--- config.mk ---
export PLATFORM = sky130hd
export DESIGN_NAME = axi4s_demux_tid
export DESIGN_NICKNAME = d
export VERILOG_FILES = /design/src/rtl/axi4s_demux_tid.sv
export SDC_FILE = /design/constraint.sdc
export NUM_CORES = 1
export LEC_CHECK = 0
export ABC_AREA = 1
export BUFFER_PORTS_ARGS = -buffer_cell sky130_fd_sc_hd__buf_2
export CAP_MARGIN = 30
export CORE_MARGIN = 2
export CORE_UTILIZATION = 43
export CTS_CLUSTER_DIAMETER = 60
export CTS_CLUSTER_SIZE = 28
export DETAILED_ROUTE_END_ITERATION = 8
export GPL_TIMING_DRIVEN = 1
export PLACE_DENSITY = 0.92
export SLEW_MARGIN = 30
export SYNTH_ARGS = -nofsm -noshare
export SYNTH_HDL_FRONTEND = slang
export SYNTH_SLANG_ARGS = --single-unit
--- constraint.sdc ---
create_clock -name clk -period 3.05 [get_ports clk]
set_input_delay 0.61 -clock clk [delete_from_list [all_inputs] [get_ports clk]]
set_output_delay 0.61 -clock clk [all_outputs]
set_load 0.02 [all_outputs]
--- src/rtl/axi4s_demux_tid.sv ---
`default_nettype none
// ============================================================================
// Module      : axi4s_demux_tid
// Description : AXI4-Stream packet demultiplexer. One input stream is routed
//               to one of nr_of_streams_p outputs, selected by tid sampled on
//               the first beat of each packet. Packets whose tid is outside
//               the output range are consumed and counted as drops. Outputs
//               sit behind a single register stage.
// Revision    : 1.0 - initial release
// ============================================================================
module axi4s_demux_tid #(
    parameter int nr_of_streams_p = 2,
    parameter int tdata_width_p   = 1,
    parameter int tid_bit_width_p = $clog2(nr_of_streams_p)
) (
    input  logic                                                clk,
    input  logic                                                rst,
    output logic                                                axi4s_i_tready,
    input  logic                                                axi4s_i_tvalid,
    input  logic                                                axi4s_i_tlast,
    input  logic [tid_bit_width_p-1:0]                          axi4s_i_tid,
    input  logic [tdata_width_p*8-1:0]                          axi4s_i_tdata,
    input  logic [nr_of_streams_p-1:0]                          axi4s_o_tready,
    output logic [nr_of_streams_p-1:0]                          axi4s_o_tvalid,
    output logic [nr_of_streams_p-1:0]                          axi4s_o_tlast,
    output logic [nr_of_streams_p-1:0][tdata_width_p*8-1:0]     axi4s_o_tdata,
    output logic                                                drop_pkt,
    output logic [15:0]                                         drop_count
);

    localparam int c_DATA_W = tdata_width_p * 8;

    typedef enum logic [1:0] {
        ST_SOP  = 2'd0,
        ST_FWD  = 2'd1,
        ST_DROP = 2'd2
    } state_t;

    state_t                       r_state;
    state_t                       w_state_next;

    // Output beat register and per-packet routing state
    logic                         r_full;
    logic [c_DATA_W-1:0]          r_data;
    logic                         r_last;
    logic [tid_bit_width_p-1:0]   r_sel;
    logic [tid_bit_width_p-1:0]   r_pkt_dest;
    logic                         r_drop_pkt;
    logic [15:0]                  r_drop_count;

    logic                         w_can_load;
    logic                         w_tid_in_range;
    logic                         w_accept;
    logic                         w_tready;
    logic                         w_load;
    logic [tid_bit_width_p-1:0]   w_load_sel;
    logic                         w_set_dest;
    logic                         w_drop_done;

    // The register can take a new beat when empty or when its beat drains this cycle
    assign w_can_load     = !r_full || axi4s_o_tready[r_sel];
    assign w_tid_in_range = int'(axi4s_i_tid) < nr_of_streams_p;
    // Ready is held low during reset so nothing is offered as accepted
    assign axi4s_i_tready = w_tready && !rst;
    assign w_accept       = axi4s_i_tvalid && axi4s_i_tready;

    // State register
    always_ff @(posedge clk) begin
        if (rst) begin
            r_state <= ST_SOP;
        end else begin
            r_state <= w_state_next;
        end
    end

    // Next-state, input ready and load decisions
    always_comb begin
        w_state_next = r_state;
        w_tready     = 1'b0;
        w_load       = 1'b0;
        w_load_sel   = r_pkt_dest;
        w_set_dest   = 1'b0;
        w_drop_done  = 1'b0;
        case (r_state)
            ST_SOP: begin
                if (w_tid_in_range) begin
                    w_tready = w_can_load;
                    if (w_accept) begin
                        w_load     = 1'b1;
                        w_load_sel = axi4s_i_tid;
                        w_set_dest = 1'b1;
                        if (!axi4s_i_tlast) begin
                            w_state_next = ST_FWD;
                        end
                    end
                end else begin
                    // Unroutable packet: swallow it at full rate
                    w_tready = 1'b1;
                    if (w_accept) begin
                        if (axi4s_i_tlast) begin
                            w_drop_done = 1'b1;
                        end else begin
                            w_state_next = ST_DROP;
                        end
                    end
                end
            end
            ST_FWD: begin
                w_tready = w_can_load;
                if (w_accept) begin
                    w_load = 1'b1;
                    if (axi4s_i_tlast) begin
                        w_state_next = ST_SOP;
                    end
                end
            end
            ST_DROP: begin
                w_tready = 1'b1;
                if (w_accept && axi4s_i_tlast) begin
                    w_drop_done  = 1'b1;
                    w_state_next = ST_SOP;
                end
            end
            default: begin
                w_state_next = ST_SOP;
            end
        endcase
    end

    // Output register: load wins over drain so consecutive beats flow without bubbles
    always_ff @(posedge clk) begin
        if (rst) begin
            r_full     <= 1'b0;
            r_data     <= '0;
            r_last     <= 1'b0;
            r_sel      <= '0;
            r_pkt_dest <= '0;
        end else begin
            if (w_load) begin
                r_full <= 1'b1;
                r_data <= axi4s_i_tdata;
                r_last <= axi4s_i_tlast;
                r_sel  <= w_load_sel;
            end else if (r_full && axi4s_o_tready[r_sel]) begin
                r_full <= 1'b0;
            end
            if (w_set_dest) begin
                r_pkt_dest <= axi4s_i_tid;
            end
        end
    end

    // Drop pulse and saturating drop counter move together
    always_ff @(posedge clk) begin
        if (rst) begin
            r_drop_pkt   <= 1'b0;
            r_drop_count <= '0;
        end else begin
            r_drop_pkt <= w_drop_done;
            if (w_drop_done && (r_drop_count != 16'hFFFF)) begin
                r_drop_count <= r_drop_count + 16'd1;
            end
        end
    end

    // Only the selected output sees valid and last
    always_comb begin
        axi4s_o_tvalid = '0;
        axi4s_o_tlast  = '0;
        if (r_full) begin
            axi4s_o_tvalid[r_sel] = 1'b1;
            axi4s_o_tlast[r_sel]  = r_last;
        end
    end

    // The registered beat is broadcast on every output data bus
    generate
        for (genvar g = 0; g < nr_of_streams_p; g++) begin : g_tdata
            assign axi4s_o_tdata[g] = r_data;
        end
    endgenerate

    assign drop_pkt   = r_drop_pkt;
    assign drop_count = r_drop_count;

endmodule
`default_nettype wire

======== Word level (Yosys, flattened, before mapping) ========
Cells that the tools add are included.
word-level totals
  register bits ........................... 31
  logic and storage cells ................. 55
  output and inout port bits .............. 38
cells by class
  bitwise operators ....................... 1
  mux-type cells .......................... 22
  $lt $le $gt $ge ......................... 2
  reduce and logical (&&, ||, !) cells .... 13
  add/subtract/negate cells ............... 1
  eq/ne operators ......................... 8
operators by type and width
  kind                     count
  $add A16 B1 Y16 const B  1
  $ne A16 B16 Y1 const B   1
  $mux W2                  7
  $mux W1                  12
  $ne A2 B2 Y1 const B     5
  $logic_and A1 B1 Y1      6
  $pmux W2 S3              1
  $reduce_and A5 Y1        1
  $and A2 B2 Y2            1
  $eq A2 B1 Y1 const B     1
  $eq A2 B2 Y1 const B     1
  $logic_not A1 Y1         2
  $logic_not A2 Y1         1
  $lt A1 B2 Y1 const B     1
  $pmux W1 S2              1
  $reduce_bool A2 Y1       1
  $reduce_or A2 Y1         1
  $demux W1 S1             1
  $ge A1 B1 Y1 const B     1
  $logic_or A1 B1 Y1       1

======== Depth between registers and ports, before layout ========
  depth after elaboration ................. 10
  mapped depth ............................ 8

======== Worst setup path after synthesis ========
Ideal clock, no wire load.
  kind .................................... input port to output port
  start point ............................. input axi4s_o_tready[1]
  end point ............................... output axi4s_i_tready
  data required time ...................... 2440 ps
  slack ................................... 1514 ps
  stages .................................. 4
  buffers on the path ..................... 0
  arrival time ............................ 926 ps
  path through ............................ inv_1 > nand3_1 > nand3_2 > inv_1
between the ends
  longest elaborated chain between the ends .. 5
ends and longest elaborated chain
  element                                      RTL line  RTL
  start, declared                              23        input logic [nr_of_streams_p-1:0] axi4s_o_tready,
  $mux W1 (not written as such) (2 in series)  61        assign w_can_load = !r_full || axi4s_o_tready[r_sel];
  $logic_or A1 B1 Y1                           61
  $pmux W1 S2                                  84        case (r_state)
  $logic_and A1 B1 Y1                          64        assign axi4s_i_tready = w_tready && !rst;
  end, declared                                18        output logic axi4s_i_tready,
No other way between the ends. The select of a mux whose other input is x is not followed.

======== Worst setup path in the final report ========
  start point ............................. input rst
  end point ............................... output axi4s_i_tready
between the ends
  longest elaborated chain between the ends .. 2
ends and longest elaborated chain
  element              RTL line  RTL
  start, declared      17        input logic rst,
  $logic_not A1 Y1     64
  $logic_and A1 B1 Y1  64
No other way between the ends.

==> reports/results.txt <==
DP Wirelength -> 1160 um
syn_area_per_cell -> 7.44 um2
Slew @ Worst Pin -> 791 ps
TritonRoute pass-1 iters -> 4
Initial Utilization -> 0.453
P&R area growth vs syn -> 10.8%
first-pass GRT wire length -> 2020 um
peak fanout along the critical path -> 12
RSZ-0062 raised after global routing -> false
CORE AREA -> 1710 um2
Yosys warnings -> 0
met2 routed WL -> 713 um
Setup Skew -> 4.76 ps
post-synth cell types -> 20
drt via density -> 4.23
Static Leak -> 0.486 nW
number of setup buffers added after CTS -> 0
Cells after Synth -> 104
residual DRC count -> 0
Inserted Clock Buffers -> 3
total I/O pin count -> 53
Clock Latency Late Sink -> 270 ps
Worst setup SP type -> primary input
Detail Route Antenna Nets -> 0
# fillers -> 174
most frequent cell after synthesis -> buf_4
CTS Root Cell -> clkbuf_4
share of cells above drive strength 1 -> 0.382
min cycle time layout -> 1960 ps
gr usage total -> 0.140
largest net degree at the start of global routing -> 21
Slew Limit Fails -> 0
CP Capture Type -> output pin
routability cong. -> 0.641
DIE AREA -> 2150 um2
Cells after DPL -> 152
Max-slew headroom -> 0.472
Top Layer Used -> met4
top cells by area, synth -> dfxtp_1 (34%), buf_4 (25%), nand2_1 (11%)
Final nets -> 147
register area share after synthesis -> 0.337
Site Rows -> 15
PwrDens -> 469 nW/um2
Die Height -> 46.4 um
setup TNS after final layout -> 0 ps
diode count -> 0
post-layout util -> 0.502
CTS tree -> built
count of non-filler cells in the finished layout -> 156
Max Cap Viol -> 0
prevailing post-synth register cell -> dfxtp_1
H-tree Lvls -> 1
initial antenna violation count -> 0
critical path arrival -> 1350 ps
Setup Viol. Count Final -> 0
cts hold-fix bufs -> 0
placed instance area -> 830 um2
Setup CP Type -> primary input to output pin
metal1 wirelength -> 557 um
Post-CTS Resized -> 0
Power, Total -> 0.000402 W
Initial DRC Count -> 9
Synth top cells by count -> buf_4 (26), nand2_1 (23), dfxtp_1 (13), inv_1 (11)
final worst path period share -> 0.643
CTS clk-pin slew, worst paths -> 80 ps
status -> finished clean
final instance area -> 857 um2
peak supply drop -> 0.271 mV
fraction of registers with async set/reset -> 0
final wirelength -> 1420 um
required time of the worst setup path -> 2440 ps
DR vias -> 660
final hold vios -> 0
Post-Syn Area -> 773 um2
Post-synth EDFFs -> 0
top-area cell type share of the netlist area -> 0.337
Congestion Overflow GR -> 0
Max Root-Sink Buffers -> 2
metal3 WL -> 138 um
vias in the first global route -> 514
IO Port Bufs -> 35
Yosys top cell by area -> dfxtp_1
per-cell routed wire length -> 9.12 um
Max Freq -> 510 MHz
post-synthesis sequential element count -> 13
Die W -> 46.4 um
clock sinks -> 13
HP Class -> flop to flop
[layout make-up]
class	instances	area (um2)	area share
inverter	13	48.8	0.0569
clock buffer	3	22.5	0.0263
sequential	13	260	0.304
clock inverter	1	5.00	0.00584
timing repair buffer	35	175	0.204
multi-input combinational	66	314	0.366
tap	25	31.3	0.0365
[layer usage]
metal  vias to the layer above  track usage
met4                         0       0.0857
met3                         2       0.0392
met2                        33        0.242
met5                         -            0
met1                       292        0.147
li1                        333            -
[final timing paths]
kind | startpoint | to | slack [ps] | cells after the start
setup / recovery | rst | axi4s_i_tready | 1090 | 5
hold / removal | r_last | r_last | 480 | 2
setup reg to reg | r_sel | r_sel | 1290 | 7
hold reg to reg | r_last | r_last | 480 | 2
[cell usage in the layout, fill, tap and decap left out, types with 2 or more instances in the layout]
master and n:
clkbuf_4 3, o21ai_0 4, nand3_2 4, nor2_1 3, o21ai_1 4, inv_2 2, conb_1 17, buf_2 35
nand2_1 23, dfxtp_1 13, nand3_1 3, a21oi_2 2, inv_1 11
[registers in the layout, summed over array words and instances (netlist names)]
register and flops:
r_sel 1, r_last 1, r_state 1, r_full 1
r_pkt_dest 1, r_data 8
[where the power goes]
group,internal (W),total (W),switching (W)
combinational,0.0000307,0.000106,0.0000755
clock,0.0000485,0.000104,0.0000550
sequential,0.000183,0.000192,0.00000981
total,0.000262,0.000402,0.000140
[kinds of logic (layout without fill, tap and decap cells)]
| group | Yosys count | in the layout | share of synthesized area |
|---|---|---|---|
| AND/OR/NAND/NOR | 38 | 38 | 0.243 |
| buffers and inverters | 41 | 52 | 0.335 |
| other | 1 | 17 | 0.00485 |
| AO/OA/AOI/OAI | 11 | 11 | 0.0809 |
| flip-flops | 13 | 13 | 0.337 |
[critical path, stage by stage]
cell	delay (ps)
buf_2	120
inv_1	270
nand3_2	130
inv_1	60
buf_2	150
[stage by stage]
step / setup WS [ps] / hold slack, ps
CTS: 1080 / 484
floorplan: 1510 / 441
global route: 895 / 511
detailed placement: 811 / 471
global placement: 970 / 468
finish: 1090 / 483
No activity file was read; power rests on OpenSTA's default activity.
